<file path="src/rtl/mem_arbiter.sv">
// Two-port (I/D) to one-port memory arbiter with bounded outstanding reads and sticky protocol error.
// Define MEM_ARBITER_RR_EN for round-robin arbitration; otherwise the data side has fixed priority.
module mem_arbiter #(
    parameter int unsigned MAX_OUTSTANDING = 4
) (
    input  logic        i_clk,
    input  logic        i_rst_n,
    input  logic [31:0] i_imem_addr,
    input  logic        i_imem_ren,
    output logic        o_imem_ready,
    output logic [31:0] o_imem_rdata,
    output logic        o_imem_valid,
    input  logic [31:0] i_dmem_addr,
    input  logic        i_dmem_ren,
    input  logic        i_dmem_wen,
    input  logic [31:0] i_dmem_wdata,
    output logic        o_dmem_ready,
    output logic [31:0] o_dmem_rdata,
    output logic        o_dmem_valid,
    output logic [31:0] o_mem_addr,
    output logic        o_mem_ren,
    output logic        o_mem_wen,
    output logic [31:0] o_mem_wdata,
    input  logic        i_mem_ready,
    input  logic [31:0] i_mem_rdata,
    input  logic        i_mem_valid,
    output logic        o_err
);

    localparam int unsigned CNT_W = 3;
    localparam logic [CNT_W-1:0] MAX_CNT = CNT_W'(MAX_OUTSTANDING);

    typedef enum logic [1:0] {
        IDLE  = 2'd0,
        OWN_I = 2'd1,
        OWN_D = 2'd2
    } state_e;

    state_e           state_q, state_d;
    logic [CNT_W-1:0] cnt_q, cnt_d;
    logic             err_q, err_d;
    logic [1:0]       rst_sync_q;
    logic             rst_n_int;
    logic             grant_i, grant_d;
    logic             req_i, req_d;
    logic             full;
    logic             acc_rd, acc_wr;
`ifdef MEM_ARBITER_RR_EN
    logic             last_d_q, last_d_d;
`endif

    // Assert immediately, release two edges after i_rst_n rises.
    always_ff @(posedge i_clk or negedge i_rst_n) begin
        if (!i_rst_n) begin
            rst_sync_q <= 2'b00;
        end else begin
            rst_sync_q <= {rst_sync_q[0], 1'b1};
        end
    end

    assign rst_n_int = rst_sync_q[1];

    always_ff @(posedge i_clk or negedge rst_n_int) begin
        if (!rst_n_int) begin
            state_q  <= IDLE;
            cnt_q    <= '0;
            err_q    <= 1'b0;
`ifdef MEM_ARBITER_RR_EN
            last_d_q <= 1'b0;
`endif
        end else begin
            state_q  <= state_d;
            cnt_q    <= cnt_d;
            err_q    <= err_d;
`ifdef MEM_ARBITER_RR_EN
            last_d_q <= last_d_d;
`endif
        end
    end

    // Grant, forwarding and next-state logic.
    always_comb begin
        grant_i      = 1'b0;
        grant_d      = 1'b0;
        req_i        = i_imem_ren;
        req_d        = i_dmem_ren | i_dmem_wen;
        state_d      = state_q;
        cnt_d        = cnt_q;
        err_d        = err_q;
`ifdef MEM_ARBITER_RR_EN
        last_d_d     = last_d_q;
`endif

        if (rst_n_int) begin
            unique case (state_q)
                IDLE: begin
`ifdef MEM_ARBITER_RR_EN
                    if (req_i && req_d) begin
                        grant_d = !last_d_q;
                        grant_i = last_d_q;
                    end else begin
                        grant_d = req_d;
                        grant_i = req_i;
                    end
`else
                    grant_d = req_d;
                    grant_i = req_i && !req_d;
`endif
                end
                OWN_I:   grant_i = 1'b1;
                OWN_D:   grant_d = 1'b1;
                default: ;
            endcase
        end

        full = (state_q != IDLE) && (cnt_q == MAX_CNT);

        o_mem_addr   = grant_d ? i_dmem_addr : (grant_i ? i_imem_addr : '0);
        o_mem_wdata  = grant_d ? i_dmem_wdata : '0;
        o_mem_ren    = !full && (grant_d ? i_dmem_ren : (grant_i && i_imem_ren));
        o_mem_wen    = !full && grant_d && i_dmem_wen;
        o_imem_ready = grant_i && i_mem_ready && !full;
        o_dmem_ready = grant_d && i_mem_ready && !full;

        o_imem_valid = (state_q == OWN_I) && i_mem_valid;
        o_dmem_valid = (state_q == OWN_D) && i_mem_valid;
        o_imem_rdata = (state_q == OWN_I) ? i_mem_rdata : '0;
        o_dmem_rdata = (state_q == OWN_D) ? i_mem_rdata : '0;

        acc_rd = o_mem_ren && i_mem_ready;
        acc_wr = o_mem_wen && i_mem_ready;

        if (state_q == IDLE) begin
            // A response with nothing in flight is a protocol violation; it is dropped.
            if (i_mem_valid) begin
                err_d = 1'b1;
            end
            if (acc_rd) begin
                state_d = grant_d ? OWN_D : OWN_I;
                cnt_d   = CNT_W'(1);
            end
`ifdef MEM_ARBITER_RR_EN
            if (acc_wr) begin
                last_d_d = grant_d;
            end
`endif
        end else begin
            cnt_d = cnt_q + CNT_W'(acc_rd) - CNT_W'(i_mem_valid);
            if (cnt_d == '0) begin
                state_d = IDLE;
`ifdef MEM_ARBITER_RR_EN
                last_d_d = (state_q == OWN_D);
`endif
            end
        end
    end

    assign o_err = err_q;

endmodule

</file>
<file path="config.mk">
export PLATFORM = sky130hd
export DESIGN_NAME = mem_arbiter
export DESIGN_NICKNAME = d
export VERILOG_FILES = /design/src/rtl/mem_arbiter.sv
export SDC_FILE = /design/constraint.sdc
export NUM_CORES = 1
export LEC_CHECK = 0
export CORE_AREA = 10 10 97 99
export CTS_CLUSTER_SIZE = 28
export DETAILED_ROUTE_END_ITERATION = 8
export DIE_AREA = 0 0 107 109
export PLACE_DENSITY_LB_ADDON = 0.12
export RECOVER_POWER = 50
export SYNTH_ARGS = -nofsm -noshare
export SYNTH_HDL_FRONTEND = slang
export SYNTH_SLANG_ARGS = --single-unit
</file>
<file path="constraint.sdc">
create_clock -name i_clk -period 3.1 [get_ports i_clk]
set_input_delay 0.465 -clock i_clk [delete_from_list [all_inputs] [get_ports i_clk]]
set_output_delay 0.465 -clock i_clk [all_outputs]
set_load 0.1 [all_outputs]
</file>
==> results of run 1 <==
## cell type report
cell class | instances | share of cell area [%]
Sequential cell | 8 | 3.52
Inverter | 5 | 0.330
Multi-Input combinational cell | 170 | 21.3
Tap cell | 102 | 2.25
Clock buffer | 3 | 0.727
Timing Repair Buffer | 277 | 71.8
## routing by layer
layer / global-route usage [%] / part of all wire [%] / up-vias
li1: - / - / 1204
met3: 7.37 / 8.4 / 6
met1: 22.9 / 36 / 1155
met5: 0 / 0.097 / -
met4: 1.84 / 0.41 / 2
met2: 40.1 / 55 / 136
## metrics by stage
| stage | instances | TNS, ps |
|---|---|---|
| finish | 565 | 0 |
| global route | 565 | 0 |
| global placement | 562 | -137 |
| detailed placement | 562 | -548 |
| CTS | 565 | 0 |
| floorplan | 201 | 0 |
## flip-flops by register name, summed over array words and instances, names as in the netlist
signal and count:
rst_sync_q 2, o_err 1, state_q 2, cnt_q 3
## Yosys cell counts, types with 2 or more instances
library cell and instances:
a22o_1 32, dfrtp_1 8, inv_1 5, o21ai_0 2, nand2_1 4, and3_1 4
clkbuf_1 11, buf_6 3, nor2b_1 2, buf_2 4, and2_1 98, ha_1 2
nor2_1 6
## path summary, 6_finish.rpt
check | slack, ps | start | depth (start not counted) | endpoint
max | 210 | i_imem_ren | 13 | state_q[1]
min | 340 | rst_sync_q[1] | 1 | cnt_q[0]
max reg2reg | 350 | state_q[0] | 12 | state_q[1]
min reg2reg | 340 | rst_sync_q[1] | 1 | cnt_q[0]
max in group asynchronous | 2410 | rst_sync_q[1] | 1 | state_q[0]
min in group i_clk | 350 | rst_sync_q[0] | 0 | rst_sync_q[1]
## power by group through the flow
stage                     clock, mW  combinational (mW)  sequential, mW
after floorplan                   0                3.10           0.161
after global placement            0                5.02           0.185
after detailed placement          0                5.06           0.191
after CTS                     0.128                5.07           0.191
after global routing          0.135                5.14           0.201
final                         0.125                5.01           0.195
## cells by family (layout without fill, tap and decap cells)
kind of cell,Yosys count,count (layout),share of synthesized area (%)
buffers and inverters,23,285,7.59
adders and majority gates,3,3,3.00
and+or+nand+nor,120,120,48.9
other,1,1,0.250
xor gates and xnor gates,2,2,1.17
muxes,1,1,0.751
AOI/OAI and AO/OA,43,43,25.0
DFF,8,8,13.3
## timing repair
action,4_1_cts,5_1_grt
setup endpoints to repair,1,3
pin swaps,0,5
resized for setup,1,4
==> results.yml, run 1 <==
yosys:
  netlist-cell-type-count: 33
  synth_nets: 339
  synth_seq_cells: 8
  synthCells: 201
  synth_top_flop_cell: "dfrtp_1"
  synth_edf_count: 0
  synth_area_leaders: "and2_1 (41%), a22o_1 (19%), dfrtp_1 (13%), clkbuf_1 (2.8%), buf_6 (2.3%)"
  synth-seq-area-share_pct: 13.3
  synth_area_um2: 1500
  async_reset_ff_share_pct: 100
  synth.largest_area_cell: "and2_1"
  synth.avg_cell_area_um2: 7.46
  yosysTopAreaCellShare_pct: 40.9
  yosys_warnings: 0
hold_path:
  min_path_type: "flip-flop to async pin"
global_routing:
  grtUsageTotal_pct: 21.1
  antenna_found_initial: 1
  grt_max_degree: 68
  gr-total-overflow: 0
  grt_pass1_vias: 2585
  grt_pass1_wl_um: 18500
sta:
  min_period_over_period_pct: 93.2
  hold_slack_ps: 338
  worstMarginPinSlew_ps: 1220
  fin_worst_skew_ps: 1.83
  setup_viol: 0
  rsz0062_at_grt: "no"
  slew_headroom_pct: 19.3
  finalHoldViolations: 0
  layout_setup_ws_ps: 210
  fin_crit_ps: 2890
  slew_viol_final: 0
  max_freq_mhz: 346
clock_network:
  cts-root-buf: "clkbuf_8"
  cts.path.max_buffers: 2
  clock_latency_ps: 230
  cts_tree: "yes"
  cts_setup_buffers: 0
  h-tree-depth: 1
  cts-buffers-inserted: 3
  hold_buffers: 0
  clk_pin_slew_ps: 40
  cts.sinks: 8
outcome:
  status: "complete, no violations"
floorplanning:
  dieArea_um2: 11700
  core_um2: 7530
  rows: 32
  die_x_um: 107
  ios: 270
  die_h_um: 109
  start_util_pct: 19.9
final_layout:
  layout-drive-gt1-share_pct: 32.0
  fin_nets: 603
  seq_area_um2: 200
  utilization_pct: 75.5
  final_common_cell: "buf_12"
  antennaDiodeCount: 0
  fillers: 536
  area_growth_pct: 279
  final_cell_mix: "buf_12 (134), clkdlybuf4s50_1 (132), and2_0 (59), and2_1 (39), a22o_1 (32)"
  multi_input_area_um2: 1210
  finalInstanceArea_um2: 5680
worst_setup_path:
  critPathMaxStageDelay_ps: 480
  worst-endpoint-required_ps: 3210
  cp-start-kind: "input pin"
  critPathMaxFanout: 2
  critPathTopFamily: "adder cells"
  path_buf_inv: 4
  worst_path_most_repeated_cell: "inv_1"
  crit_slowest_cell: "clkdlybuf4s50_1"
  crit_path_end_kind: "flip-flop"
  arrival_ps: 3000
  worstSetupPathType: "input pin to flip-flop"
  crit_chain: "clkdlybuf4s50_1, inv_1, o32ai_2, nand4_1, ha_1, inv_1, ha_1, inv_1, fa_2, xor2_2, xnor2_1, nand3b_1, mux2_2"
pwr:
  pwr-share-clk_pct: 2.3
  finalPower_mw: 5.33
  powerDensity_nw_per_um2: 937
  vdd_ir_drop_max_mv: 0.367
  combPwrFrac_pct: 94.0
  p_seq_share_pct: 3.7
  netSwitchingPower_mw: 3.38
  p_leak_nw: 2.31
  sw_frac_of_total_pct: 63.5
  internal_power_mw: 1.94
drt:
  wirelength_um: 13400
  antenna_left: 0
  viasPerCell: 4.43
  drt_iter0_drc: 91
  firstDrtPassIters: 4
  drc: 0
  via_count: 2503
  wire_per_inst_um: 23.8
place:
  dp_hpwl_um: 12300
  placed_area_um2: 5640
  finalWeightedCongestion: 0.851
  numPortBuffers: 269
  place_ws_ps: -229
flow_run:
  max-cap-violations: 0
Power figures use the tool's default switching activity.
==> inputs of run 2 (changes only) <==
Settings changed: CTS_CLUSTER_DIAMETER set to 30, GPL_ROUTABILITY_DRIVEN set to 0.
==> results of run 2 <==
The final DEF is identical to that of run 1; final timing and power are the same.
==> inputs of run 3 (changes only) <==
Settings changed: CORE_AREA 10 10 97 99 to 2 2 104 106, DIE_AREA 0 0 107 109 to 0 0 106 108.
Clock period 3.1 ns to 2.7 ns, I/O delays scaled along.
==> run 3 against run 2 <==
  * Count of clock-buffer cells in the layout did not move
  * Largest cell class unchanged
  * Sequential power rose by 9%
  * Critical path depth rose by 1
  * Via count fell by 0.16%
  * Die area fell by 1.8%
  * Flip-flop and latch count did not move
  * Hold slack got worse by 140 ps
  * Clock power rose by 9.6%
  * Worst setup slack got worse by 130 ps
  * Cell count rose by 7.8%
  * Register-to-register slack got worse by 270 ps
==> results.yml, run 3 (synthesis results as in run 1) <==
outcome:
  status: "complete, no violations"
final_layout:
  layout-drive-gt1-share_pct: 36.4
  largest_registers: "cnt_q (3), rst_sync_q (2), state_q (2)"
  multi_input_area_um2: 1260
  fin_nets: 613
  final_common_cell: "buf_12"
  seq_area_um2: 201
  antennaDiodeCount: 0
  top_register: "cnt_q"
  area_growth_pct: 292
  utilization_pct: 57.4
  final_cell_mix: "buf_12 (135), clkdlybuf4s50_1 (130), and2_1 (98), a22o_1 (32), buf_4 (16)"
  fillers: 862
  largest_reg_flops: 3
pwr:
  p_leak_nw: 2.42
  vdd_ir_drop_max_mv: 0.413
  powerDensity_nw_per_um2: 1070
clock_network:
  cts.path.max_buffers: 2
  clk_pin_slew_ps: 40
  hold_buffers: 0
  cts-root-buf: "clkbuf_8"
  h-tree-depth: 1
  cts_tree: "yes"
  cts.sinks: 8
  clock_latency_ps: 220
  cts-buffers-inserted: 3
floorplanning:
  start_util_pct: 14.7
  ios: 270
  dieArea_um2: 11400
  rows: 37
  die_h_um: 108
  core_um2: 10200
  die_x_um: 106
hold_path:
  min_path_type: "flip-flop to async pin"
sta:
  fin_crit_ps: 2620
  slew_viol_final: 0
  setup_tns_ps: 0
  worstMarginPinSlew_ps: 616
  setup_viol: 0
  fin_worst_skew_ps: 0.440
  slew_headroom_pct: 59.0
  rsz0062_at_grt: "yes"
  max_freq_mhz: 382
  finalHoldViolations: 0
  min_period_over_period_pct: 96.9
drt:
  drc: 0
  met3_length_um: 991
  top_layer: "met4"
  viasPerCell: 4.10
  antenna_left: 0
  drt_iter0_drc: 92
  wire_per_inst_um: 16.8
  drt-met1-wl_um: 3430
  dr_wl_met2_um: 5780
  firstDrtPassIters: 4
  via_count: 2499
  wirelength_um: 10200
worst_setup_path:
  worst-endpoint-required_ps: 2800
  critPathMaxFanout: 6
  crit_slowest_cell: "dfrtp_1"
  path_buf_inv: 3
  worstSetupPathType: "flip-flop to flip-flop"
  cp-start-kind: "flip-flop"
  critPathTopFamily: "adder cells"
  arrival_ps: 2720
  crit_chain: "buf_6, nor2_4, nor3_2, nand2_1, nand4_1, ha_1, inv_1, ha_2, inv_2, fa_2, xor2_2, xnor2_1, nand3b_1, mux2_4"
  r2r_setup_slack_ps: 80
  critPathMaxStageDelay_ps: 410
  crit_path_end_kind: "flip-flop"
global_routing:
  antenna_found_initial: 0
  gr-total-overflow: 0
  grtUsageTotal_pct: 16.6
  grt_pass1_wl_um: 14800
  grt_pass1_vias: 2546
  grt_max_degree: 68
place:
  numPortBuffers: 269
  dp_hpwl_um: 9030
flow_run:
  max-cap-violations: 0
[run 3: per-layer routing]
layer	global-route usage, %	vias to the layer above
met5	0	-
met4	1.69	0
met3	5.42	6
met2	33.5	154
met1	17.0	1113
li1	-	1226
[run 3: worst register-to-register path, delay by kind of cell, from the launching register on]
kind	cells	cell delay, ps
adders and majority gates	3	780
and+or+nand+nor	5	460
DFF	1	410
xor gates and xnor gates	2	320
muxes	1	280
buffers and inverters	3	250
[run 3: area by class of cell]
type | count | area share, %
timing repair buffer | 287 | 71.2
multi-input combinational | 170 | 21.4
sequential | 8 | 3.43
tap | 136 | 2.90
clock buffer | 3 | 0.703
inverter | 5 | 0.319
[run 3: path summary, 6_finish.rpt]
check,start,end,cells past startpoint
max in group asynchronous,i_rst_n,rst_sync_q[1],1
worst max-delay path,state_q[0],state_q[1],14
worst min register to register,rst_sync_q[1],o_err,1
worst min-delay path,rst_sync_q[1],o_err,1
worst max register to register,state_q[0],state_q[1],14
min in group i_clk,rst_sync_q[0],rst_sync_q[1],0
[run 3: repair_timing]
| action | in CTS | in global routing |
|---|---|---|
| setup endpoints to repair | 3 | 3 |
| pin swaps | 6 | 8 |
| gates resized for setup | 14 | 10 |
| setup buffers | 1 | 3 |
[run 3: stage by stage]
step	cell area, um2	hold WS, ps	cells	power [mW]	setup WS, ps
finish	5880	194	609	6.26	83.5
global route	5880	217	609	6.45	-79.8
CTS	5810	202	606	6.22	1.15
detailed placement	5730	198	602	6.01	-506
global placement	5730	200	602	5.97	-436
floorplan	1500	109	201	3.75	5.18
[run 3: power by group]
group | internal, mW | leakage, nW | total, mW | switching (mW)
sequential | 0.158 | 0.0922 | 0.213 | 0.0546
combinational | 2.13 | 2.30 | 5.91 | 3.79
clock | 0.0960 | 0.0216 | 0.137 | 0.0408
